**config.mk**
```make
export PLATFORM = sky130hd
export DESIGN_NAME = spi_bus_arbiter
export DESIGN_NICKNAME = d
export VERILOG_FILES = /design/src/rtl/spi_bus_arbiter.sv
export SDC_FILE = /design/constraint.sdc
export NUM_CORES = 1
export LEC_CHECK = 0
export ABC_AREA = 1
export BUFFER_PORTS_ARGS = -buffer_cell sky130_fd_sc_hd__buf_2
export CELL_PAD_IN_SITES_DETAIL_PLACEMENT = 1
export CELL_PAD_IN_SITES_GLOBAL_PLACEMENT = 2
export CORE_MARGIN = 4
export CORE_UTILIZATION = 28
export DETAILED_ROUTE_END_ITERATION = 16
export HOLD_SLACK_MARGIN = 0.03
export PLACE_DENSITY = 0.95
export SLEW_MARGIN = 20
export SYNTH_ARGS = -nofsm -noshare
export SYNTH_HDL_FRONTEND = slang
export SYNTH_SLANG_ARGS = --single-unit
```
**constraint.sdc**
```tcl
create_clock -name clk_i -period 2.8 [get_ports clk_i]
set_input_delay 0.28 -clock clk_i [delete_from_list [all_inputs] [get_ports clk_i]]
set_output_delay 0.28 -clock clk_i [all_outputs]
set_load 0.05 [all_outputs]
```
**src/rtl/spi_bus_arbiter.sv**
```systemverilog
// Round-robin owner of one CPOL0/CPHA0 byte engine across N_REQ SPI clients, with CS setup/gap timing.
// Latency: grant 1 cycle after request seen in IDLE; handshake->eng_start_o +1; eng_done_i->rx_valid_o +1.
// Backpressure: tx_ready_o only to the owner, only in WAIT; an in-flight byte is never cut.
module spi_bus_arbiter #(
  parameter int N_REQ    = 3,
  parameter int CS_SETUP = 2,
  parameter int CS_GAP   = 4
) (
  input  logic               clk_i,
  input  logic               rst_ni,
  input  logic [N_REQ-1:0]   req_i,
  output logic [N_REQ-1:0]   gnt_o,
  input  logic [N_REQ-1:0]   tx_valid_i,
  input  logic [N_REQ*8-1:0] tx_data_i,
  input  logic [N_REQ-1:0]   tx_last_i,
  output logic [N_REQ-1:0]   tx_ready_o,
  output logic [N_REQ-1:0]   rx_valid_o,
  output logic [7:0]         rx_data_o,
  output logic [N_REQ-1:0]   done_o,
  output logic [N_REQ-1:0]   ss_n_o,
  output logic               eng_start_o,
  output logic [7:0]         eng_tx_o,
  input  logic               eng_done_i,
  input  logic [7:0]         eng_rx_i
);

  localparam int IW   = (N_REQ > 1) ? $clog2(N_REQ) : 1;
  localparam int CMAX = (CS_SETUP > CS_GAP) ? CS_SETUP : CS_GAP;
  localparam int CW   = $clog2(CMAX + 1);

  typedef enum logic [2:0] {IDLE, SETUP, WAIT, XFER, GAP} state_t;

  state_t           state, state_nxt;
  logic [IW-1:0]    owner, rr, pick;
  logic             pick_vld;
  logic [CW-1:0]    cnt;
  logic             last_q;
  logic [N_REQ-1:0] owner_oh;

  assign owner_oh = N_REQ'(1) << owner;

  // Scan offsets from far to near so the requester closest after rr wins.
  always_comb begin
    int idx;
    pick_vld = 1'b0;
    pick     = '0;
    idx      = 0;
    for (int k = N_REQ; k >= 1; k--) begin
      idx = (int'(rr) + k) % N_REQ;
      if (req_i[IW'(idx)]) begin
        pick_vld = 1'b1;
        pick     = IW'(idx);
      end
    end
  end

  always_ff @(posedge clk_i or negedge rst_ni) begin
    if (!rst_ni) state <= IDLE;
    else         state <= state_nxt;
  end

  always_comb begin
    state_nxt  = state;
    gnt_o      = '0;
    tx_ready_o = '0;
    unique case (state)
      IDLE:  if (pick_vld) state_nxt = SETUP;
      SETUP: begin
        gnt_o = owner_oh;
        if (cnt == CW'(CS_SETUP - 1)) state_nxt = WAIT;
      end
      WAIT: begin
        gnt_o      = owner_oh;
        tx_ready_o = owner_oh;
        if (!req_i[owner])          state_nxt = GAP;
        else if (tx_valid_i[owner]) state_nxt = XFER;
      end
      XFER: begin
        gnt_o = owner_oh;
        if (eng_done_i) state_nxt = last_q ? GAP : WAIT;
      end
      GAP:     if (cnt == CW'(CS_GAP - 1)) state_nxt = IDLE;
      default: state_nxt = IDLE;
    endcase
  end

  // Selects derive from state, so an async reset releases CS immediately.
  assign ss_n_o = ~gnt_o;

  always_ff @(posedge clk_i or negedge rst_ni) begin
    if (!rst_ni) begin
      owner       <= '0;
      rr          <= IW'(N_REQ - 1);
      cnt         <= '0;
      last_q      <= 1'b0;
      eng_tx_o    <= '0;
      eng_start_o <= 1'b0;
      rx_valid_o  <= '0;
      rx_data_o   <= '0;
      done_o      <= '0;
    end else begin
      eng_start_o <= 1'b0;
      rx_valid_o  <= '0;
      done_o      <= '0;

      if (state_nxt != state)                cnt <= '0;
      else if (state == SETUP || state == GAP) cnt <= cnt + 1'b1;

      if (state == IDLE && pick_vld) begin
        owner <= pick;
        rr    <= pick;
      end

      if (state == WAIT) begin
        if (!req_i[owner]) begin
          done_o <= owner_oh;
        end else if (tx_valid_i[owner]) begin
          eng_tx_o    <= tx_data_i[{owner, 3'b000} +: 8];
          last_q      <= tx_last_i[owner];
          eng_start_o <= 1'b1;
        end
      end

      if (state == XFER && eng_done_i) begin
        rx_valid_o <= owner_oh;
        rx_data_o  <= eng_rx_i;
        if (last_q) done_o <= owner_oh;
      end
    end
  end

endmodule

```
==> results.md, run 1 <==
- The number of antenna violations at the first check in global routing is 0.
- The launching point of the worst reg2reg path is owner[0]$_DFFE_PN0P_.
- The average wire per cell in the routed design is 13.4 microns.
- After clock tree synthesis, the repair step resized 0 gates.
- The critical path in this run is classified as flip-flop to output pin.
- The kind of start point of the critical path is a flip-flop.
- The clock-pin slew on the worst setup and hold paths is 70 ps.
- The critical path capture point type is an output pin.
- The path class of the lowest-slack min-delay path is input port to async pin.
- CTS placed an instance of sky130_fd_sc_hd__clkbuf_8 at the clock tree root.
- STA puts the critical path data arrival time at 1840 ps.
- The final number of setup-violating endpoints is 0.
- STA puts the critical path data required time at 2520 ps.
- After detailed routing, the number of vias per cell comes to 4.67.
- The total via count in the routed design is 1820.
- The final critical-path share of the clock period is 75.6%.
- The post-synthesis cell type count is 27.
- The share of the Yosys chip area taken by registers is 45.5%.
- Among all flip-flop cells after synthesis, the most frequent one is sky130_fd_sc_hd__dfrtp_1.
- The synthesized netlist net count is 282.
- The clock arrives with 1.97 ps of skew.
- The number of enable-type register cells in the synthesized netlist is 0.
- The first routing iteration left 63 violations.
- After the last flow step, the layout net total stands at 362.
- The placement row count is 29.
- In this run the number of H-tree levels came out at 2.
- After detailed routing, the number of remaining DRC violations is 0.
- For this design the top-level I/O count stands at 76.
- The overall die area is 0.00784 sq mm.
- At the pin with the least slew margin, the transition time is 756 ps.
- The setup slack of the critical path after layout is 683 ps.
- The final number of hold-violating endpoints is 0.
- The worst setup path startpoint is owner[1]$_DFFE_PN0P_.
- The maximum number of pins on one net before global-route repair is 34.
- The tool flagged a number of max-cap violations equal to 0.
- The synthesized design contains 33 register bits.
- The count of mapped cells out of synthesis is 232.
- After legalization and detailed placement, the total HPWL measured 4.24 mm.
- For this run, the number of Yosys warnings is 0.
- In this run, post-CTS hold repair placed 0 buffers.
- Setup repair after global routing left no endpoint under its margin.
- The minimum period implied by the final worst setup slack is 2120 ps.
- From synthesis to final layout, the design area changed by 29.7%.
- The starting utilization of the core area is 28.8%.
- The clock buffer count from CTS is 5.
- The number of setup buffers added after CTS is 0.
- TritonCTS built the clock tree.
- At the end of routability-driven placement, the weighted congestion stood at 0.847.
- In the global route stage, overall resource usage came out at 14.0%.
- The sum of negative setup slack is 0 ps.
- In this run the horizontal extent of the chip is 88.6 microns.
- The mapped netlist covers 0.00182 sq mm.
- No sink is reached through more buffers than the 2 on the longest clock path.
- The final layout contains routed wiring with a total length of 5.24 mm.
- The clock latency on the worst-skew pair is 280 ps.
- The number of max-slew violations in the final report was 0.
- The total power density per cell area is 1240 mW/mm^2.
- The run finished with clean final reports.
- The number of antenna-violating nets in the routed design is 0.
- The first global-routing pass estimated 8.69 mm of wire.
- VDD sags by at most 0.732 mV.
- The first detailed-routing pass took 4 iterations.
- The number of buffer cells added on primary ports is 75.
- The number of global-route vias before repair is 1878.
- The total area inside the core boundary comes to 0.00631 sq mm.
- 0 antenna diodes ended up in the layout.
- The post-route netlist has 30.0% of its cells at a drive strength greater than 1.
- OpenSTA, run right after detailed placement, puts the worst setup slack at 770 ps.
- The fill cell total of the finished layout is 802.
- From bottom edge to top edge, the die measures 88.6 microns.
- The tree built by TritonCTS fans out to 33 sinks.
- The max-slew headroom at the worst pin is 49.6%.
- The highest achievable clock rate is 472 MHz.
- The static power due to leakage is 0.00127 uW.
- The maximum fanout count along the critical path is 10.
- The global route total overflow is 0.
- The post-synthesis average cell area is 7.83 sq um.
- The proportion of register bits with asynchronous set or reset after synthesis is 100%.
-- metrics by stage --
stage                     hold WS (ps)  util (%)  instances  area [sq um]  total power (uW)
after floorplan                  -15.6         -        232          1820              2140
after global placement             391      36.0        382          2270              2550
after detailed placement           410      36.0        382          2270              2610
after CTS                          104      37.3        390          2360              2960
after global routing               140      37.3        390          2360              3150
final                             65.1      37.3        390          2360              2920
-- sequential cells by signal, indices dropped and copies added (netlist names) --
register,count
cnt,3
done_o,3
eng_start_o,1
eng_tx_o,8
last_q,1
owner,2
rr,1
rx_data_o,8
rx_valid_o,3
state,3
-- layout make-up --
cell class / instances / area, sq um / share of cell area, %
Clock inverter: 2 / 10.0 / 0.425
Inverter: 29 / 109 / 4.62
Clock buffer: 6 / 72.6 / 3.08
Sequential cell: 33 / 827 / 35.1
Multi-Input combinational cell: 166 / 851 / 36.1
Tap cell: 77 / 96.3 / 4.09
Timing Repair Buffer: 77 / 390 / 16.6
-- placed cells by master, fill, tap and decap left out, types with 2 or more instances in the layout --
cell type / n
sky130_fd_sc_hd__inv_1: 26
sky130_fd_sc_hd__nand3_1: 14
sky130_fd_sc_hd__ha_1: 6
sky130_fd_sc_hd__nand4_1: 8
sky130_fd_sc_hd__buf_4: 2
sky130_fd_sc_hd__nand3_2: 2
sky130_fd_sc_hd__o21ai_0: 10
sky130_fd_sc_hd__dfrtp_1: 32
sky130_fd_sc_hd__mux2i_1: 2
sky130_fd_sc_hd__buf_2: 75
sky130_fd_sc_hd__o21a_1: 9
sky130_fd_sc_hd__nor2_1: 22
sky130_fd_sc_hd__clkinv_2: 2
sky130_fd_sc_hd__nor3_1: 2
sky130_fd_sc_hd__a32o_1: 2
sky130_fd_sc_hd__inv_2: 3
sky130_fd_sc_hd__a21oi_1: 3
sky130_fd_sc_hd__clkbuf_8: 5
sky130_fd_sc_hd__nand2_1: 77
-- path summary, 6_finish.rpt --
check | end | slack (ps) | cells after the start
worst max register to register | owner[0]$_DFFE_PN0P_ | 770 | 9
worst max-delay path | gnt_o[2] | 680 | 5
worst min-delay path | cnt[0]$_DFFE_PN0P_ | 70 | 1
worst min register to register | rx_data_o[1]$_DFFE_PN0P_ | 470 | 2
max in group asynchronous | last_q$_DFFE_PN0P_ | 2260 | 1
min in group clk_i | rx_data_o[6]$_DFFE_PN0P_ | 190 | 3
-- metal layers --
| metal | part of all wire, % | GRT usage (%) | up-vias |
|---|---|---|---|
| met4 | 0.69 | 2.75 | 0 |
| met5 | 0 | 0 | - |
| met3 | 7.6 | 4.00 | 7 |
| li1 | - | - | 903 |
| met1 | 44 | 18.7 | 850 |
| met2 | 48 | 22.8 | 60 |
-- report_power, final --
group          total (uW)  internal, uW  leakage, uW  switching, uW
clock                 346           172    0.0000450            173
sequential            789           662     0.000423            127
combinational        1780           473     0.000800           1310
-- Yosys cell counts (2+ instances only) --
master | count | area (sq um)
sky130_fd_sc_hd__nand4_1 | 8 | 50.1
sky130_fd_sc_hd__inv_2 | 3 | 11.3
sky130_fd_sc_hd__nand3_1 | 14 | 70.1
sky130_fd_sc_hd__ha_1 | 6 | 75.1
sky130_fd_sc_hd__o21a_1 | 9 | 67.6
sky130_fd_sc_hd__nand3_2 | 2 | 20.0
sky130_fd_sc_hd__a32o_1 | 2 | 20.0
sky130_fd_sc_hd__nand2_1 | 77 | 289
sky130_fd_sc_hd__o21ai_0 | 10 | 50.1
sky130_fd_sc_hd__clkbuf_1 | 2 | 7.51
sky130_fd_sc_hd__a21oi_1 | 3 | 15.0
sky130_fd_sc_hd__inv_1 | 26 | 97.6
sky130_fd_sc_hd__dfrtp_1 | 32 | 801
sky130_fd_sc_hd__buf_6 | 2 | 22.5
sky130_fd_sc_hd__nor3_1 | 2 | 10.0
sky130_fd_sc_hd__mux2i_1 | 2 | 20.0
sky130_fd_sc_hd__nor2_1 | 22 | 82.6
-- worst max-delay path: stages, from the launching register on --
cell and delay, ps:
sky130_fd_sc_hd__dfrtp_1 420, sky130_fd_sc_hd__inv_1 120, sky130_fd_sc_hd__nor2_2 370, sky130_fd_sc_hd__inv_1 180, sky130_fd_sc_hd__nor2_1 170, sky130_fd_sc_hd__buf_2 290
-- logic make-up after synthesis --
group	count (synthesis)	share of synthesized area [%]
mux	2	1.10
xor+xnor	1	0.482
fa+ha+maj	6	4.13
buf+inv	33	7.64
compound gates	27	9.57
flops	33	45.5
simple gates	130	31.5
Note: power is estimated with default switching activity, not from simulation.
==> run 2, diff against run 1 <==
CORE_UTILIZATION = 26   (was 28)
PLACE_DENSITY = 0.9   (was 0.95)
clock period = 2.1 ns   (was 2.8 ns; I/O delays follow)
==> run 2 against run 1 <==
  * First-iteration DRC count shrank 32%
  * Via count is 0.82% lower
  * Routed wire length up 0.32%
  * Power is 41% higher
  * Sequential share of layout area is 1.3 points lower
  * Combinational power up 36%
  * Global-route usage is 0.83 points lower
  * Clock power is 80% higher
  * Clock skew rose by 5.7 ps
  * Hold slack improved by 59 ps
  * Critical path depth fell by 1
  * Cell count up 5.9%
  * Critical path type unchanged
  * Largest power group unchanged
  * Highest routed layer unchanged
==> results.md, run 2 (synthesis results as in run 1) <==
- The maximum fanout count along the critical path was 7 (-3).
- The clock buffer count from CTS is 5 (unchanged).
- The kind of start point of the critical path is a flip-flop.
- The starting utilization of the core area is 26.7% (-2.0 points).
- The number of buffers on the longest clock path is 2 (unchanged).
- The global route total overflow is 0 (unchanged).
- Subtracting the final worst setup slack from the clock period gives 1890 ps.
- The length in cells of the worst reg-to-reg path is 8 (-1).
- The critical hold path startpoint is eng_rx_i[4].
- Compared with the post-synthesis result, the final layout area differs by 35.1%.
- Dividing the final minimum period by the clock period gives 90.2%.
- The transition time of the tightest slew-check pin is 760 ps (+3.45 ps).
- The clock-pin slew on the worst setup and hold paths is 70 ps (about the same).
- The average wire per cell in the routed design was 12.7 microns (-5.3%).
- The end of the worst register-to-register path is owner[0]$_DFFE_PN0P_.
- The internal power contribution is 1940 uW (+48%).
- The launching point of the worst reg2reg path is owner[0]$_DFFE_PN0P_.
- The minimum setup slack among reg-to-reg paths is 230 ps (-540 ps).
- The number of clock sinks is 33 (unchanged).
- The clock latency on the worst-skew pair is 290 ps (about the same).
- Setup repair after global routing left no endpoint under its margin.
- The placed wire-length estimate was 4.25 mm (+0.35%).
- The number of global-route vias before repair is 1967 (+4.7%).
- The path class of the tightest hold or removal check is input port to flip-flop.
- The worst setup skew after layout came to 7.70 ps (+5.73 ps).
- The highest achievable clock rate is 528 MHz.
- The via density per instance is 4.37 (-6.3%).
- The number of detailed-route iterations in the first pass came to 4 (unchanged).
- The fraction of power consumed by the clock network is 15.2% (+3.4 points).
- The static power due to leakage is 0.00130 uW (+2.6%).
- The power dissipated by switching net loads is 2170 uW (+35%).
- The width of the die is 91.6 microns (+3.4%).
- The global-route total usage across every layer was 13.2% (-0.83 points).
- TritonCTS built the clock tree.
- The signal arrival time at the worst endpoint is 1680 ps (-160 ps).
- The overall die area is 0.00839 sq mm (+7.0%).
- The sum of negative setup slack is 0 ps (unchanged).
- The top-level I/O count is 76 (unchanged).
- CTS placed an instance of sky130_fd_sc_hd__clkbuf_8 at the clock tree root.
- The maximum number of pins on one net before global-route repair is 34 (unchanged).
- The number of antenna violations at the first check in global routing is 0 (unchanged).
- The number of nets in the finished design is 366 (+1.1%).
- The path with the worst hold slack has its endpoint at rx_data_o[4]$_DFFE_PN0P_.
- The final number of hold-violating endpoints is 0 (unchanged).
- The placement row count is 30 (+3.4%).
- The number of DRC markers after the initial detailed-route iteration is 43 (-32%).
- The count of unresolved DRC violations after routing is 0 (unchanged).
- The H-tree depth is 2 (unchanged).
- Leaving out fill and tap cells, the most frequent cells in the layout are sky130_fd_sc_hd__nand2_1, sky130_fd_sc_hd__buf_2, sky130_fd_sc_hd__dfrtp_1, sky130_fd_sc_hd__inv_1, sky130_fd_sc_hd__nor2_1.
- The worst setup path is of the flip-flop to output pin kind.
- The share of post-route cells with drive strength above 1 was 31.5% (+1.5 points).
- The total power of the final layout is 4110 uW (+41%).
- The power share of the combinational group is 59.0% (-2.1 points).
- The flow ran to the end, and the final reports show no timing, DRC or antenna violations.
- The number of buffers added for setup after CTS is 0 (unchanged).
- STA classifies the critical path endpoint as an output pin.
- The max-slew headroom at the worst pin is 49.4% (-0.23 points).
- The last weighted congestion value of the routability-driven placer is 0.832 (-1.8%).
- The total via count in the routed design is 1805 (-0.82%).
- The number of buffer cells added on primary ports is 75 (unchanged).
- The final number of setup-violating endpoints is 0 (unchanged).
- The number of max-slew violations in the final report came to 0 (unchanged).
- The required arrival time at the worst endpoint was 1890 ps (-630 ps).
- The final wirelength is 5.26 mm (+0.32%).
- The total power density per cell area is 1670 mW/mm^2 (+35%).
- The count of maximum capacitance violations came to 0 (unchanged).
- The worst hold path cell count is 3.
- The part of the total power dissipated in sequential elements is 25.8% (-1.2 points).
- Leaving out fill and tap cells, the most frequent cell in the layout is sky130_fd_sc_hd__nand2_1.
- The die boundary height is 91.6 microns (+3.4%).
- The first-pass GRT wire length is 8.92 mm (+2.6%).
- The switching part of the total was 52.9% (-2.4 points).
- In the final layout, the registers with the most flip-flops are eng_tx_o x8, rx_data_o x8.
- The maximum vdd ir drop came to 0.509 mV (-30%).
- The antenna diode count is 0 (unchanged).
- The number of antenna-violating nets in the routed design is 0 (unchanged).
- The floorplan core area is 0.00679 sq mm (+7.6%).
run 2: power groups by stage:
stage	registers [uW]	clock network, uW	logic [uW]
3_5_place_dp	1070	0	2450
4_1_cts	1060	637	2450
5_1_grt	1100	665	2680
6_report	1060	623	2420
2_1_floorplan	1620	0	1230
3_3_place_gp	1060	0	2400
run 2: cell type report:
class	count	area (sq um)
Multi-Input combinational cell	166	857
Inverter	29	109
Tap cell	96	120
Sequential cell	33	828
Timing Repair Buffer	81	423
Fill cell	867	4340
Clock buffer	7	86.3
Clock inverter	1	30.0
run 2: how the worst max path moves through the flow:
stage	start	to	slack, ps
3_5_place_dp	owner[0]$_DFFE_PN0P_	owner[1]$_DFFE_PN0P_	150
2_1_floorplan	owner[0]$_DFFE_PN0P_	ss_n_o[1]	10
3_3_place_gp	owner[0]$_DFFE_PN0P_	owner[1]$_DFFE_PN0P_	240
6_report	owner[0]$_DFFE_PN0P_	gnt_o[0]	210
4_1_cts	owner[0]$_DFFE_PN0P_	owner[1]$_DFFE_PN0P_	130
5_1_grt	owner[0]$_DFFE_PN0P_	cnt[1]$_DFFE_PN0P_	50
run 2: critical path: stages (launching register included):
cell and delay (ps):
sky130_fd_sc_hd__dfrtp_2 460, sky130_fd_sc_hd__nor2_1 330, sky130_fd_sc_hd__inv_1 150, sky130_fd_sc_hd__nor2_1 170
sky130_fd_sc_hd__buf_2 290
run 2: repair_timing:
item	CTS	global route
gates resized for setup	0	2
hold endpoints to repair	32	0
hold buffers	1	0
endpoints found under the setup margin	0	5
run 2: routing by layer:
layer	global-route usage [%]	wire (microns)	up-vias
met5	0	0	-
met3	4.14	374	7
li1	-	-	911
met2	22.0	2500	52
met4	4.65	65	0
met1	15.9	2320	835
run 2: through the flow:
step / hold WS, ps / instances / instance area [sq um] / util (%) / worst slack, ps
final: 124 / 413 / 2450 / 36.1 / 206
after global routing: 127 / 413 / 2450 / 36.1 / 47.4
after CTS: 118 / 413 / 2450 / 36.0 / 134
after detailed placement: 329 / 404 / 2320 / 34.2 / 149
after global placement: 327 / 404 / 2320 / 34.2 / 236
after floorplan: -85.6 / 232 / 1820 / - / 12.7
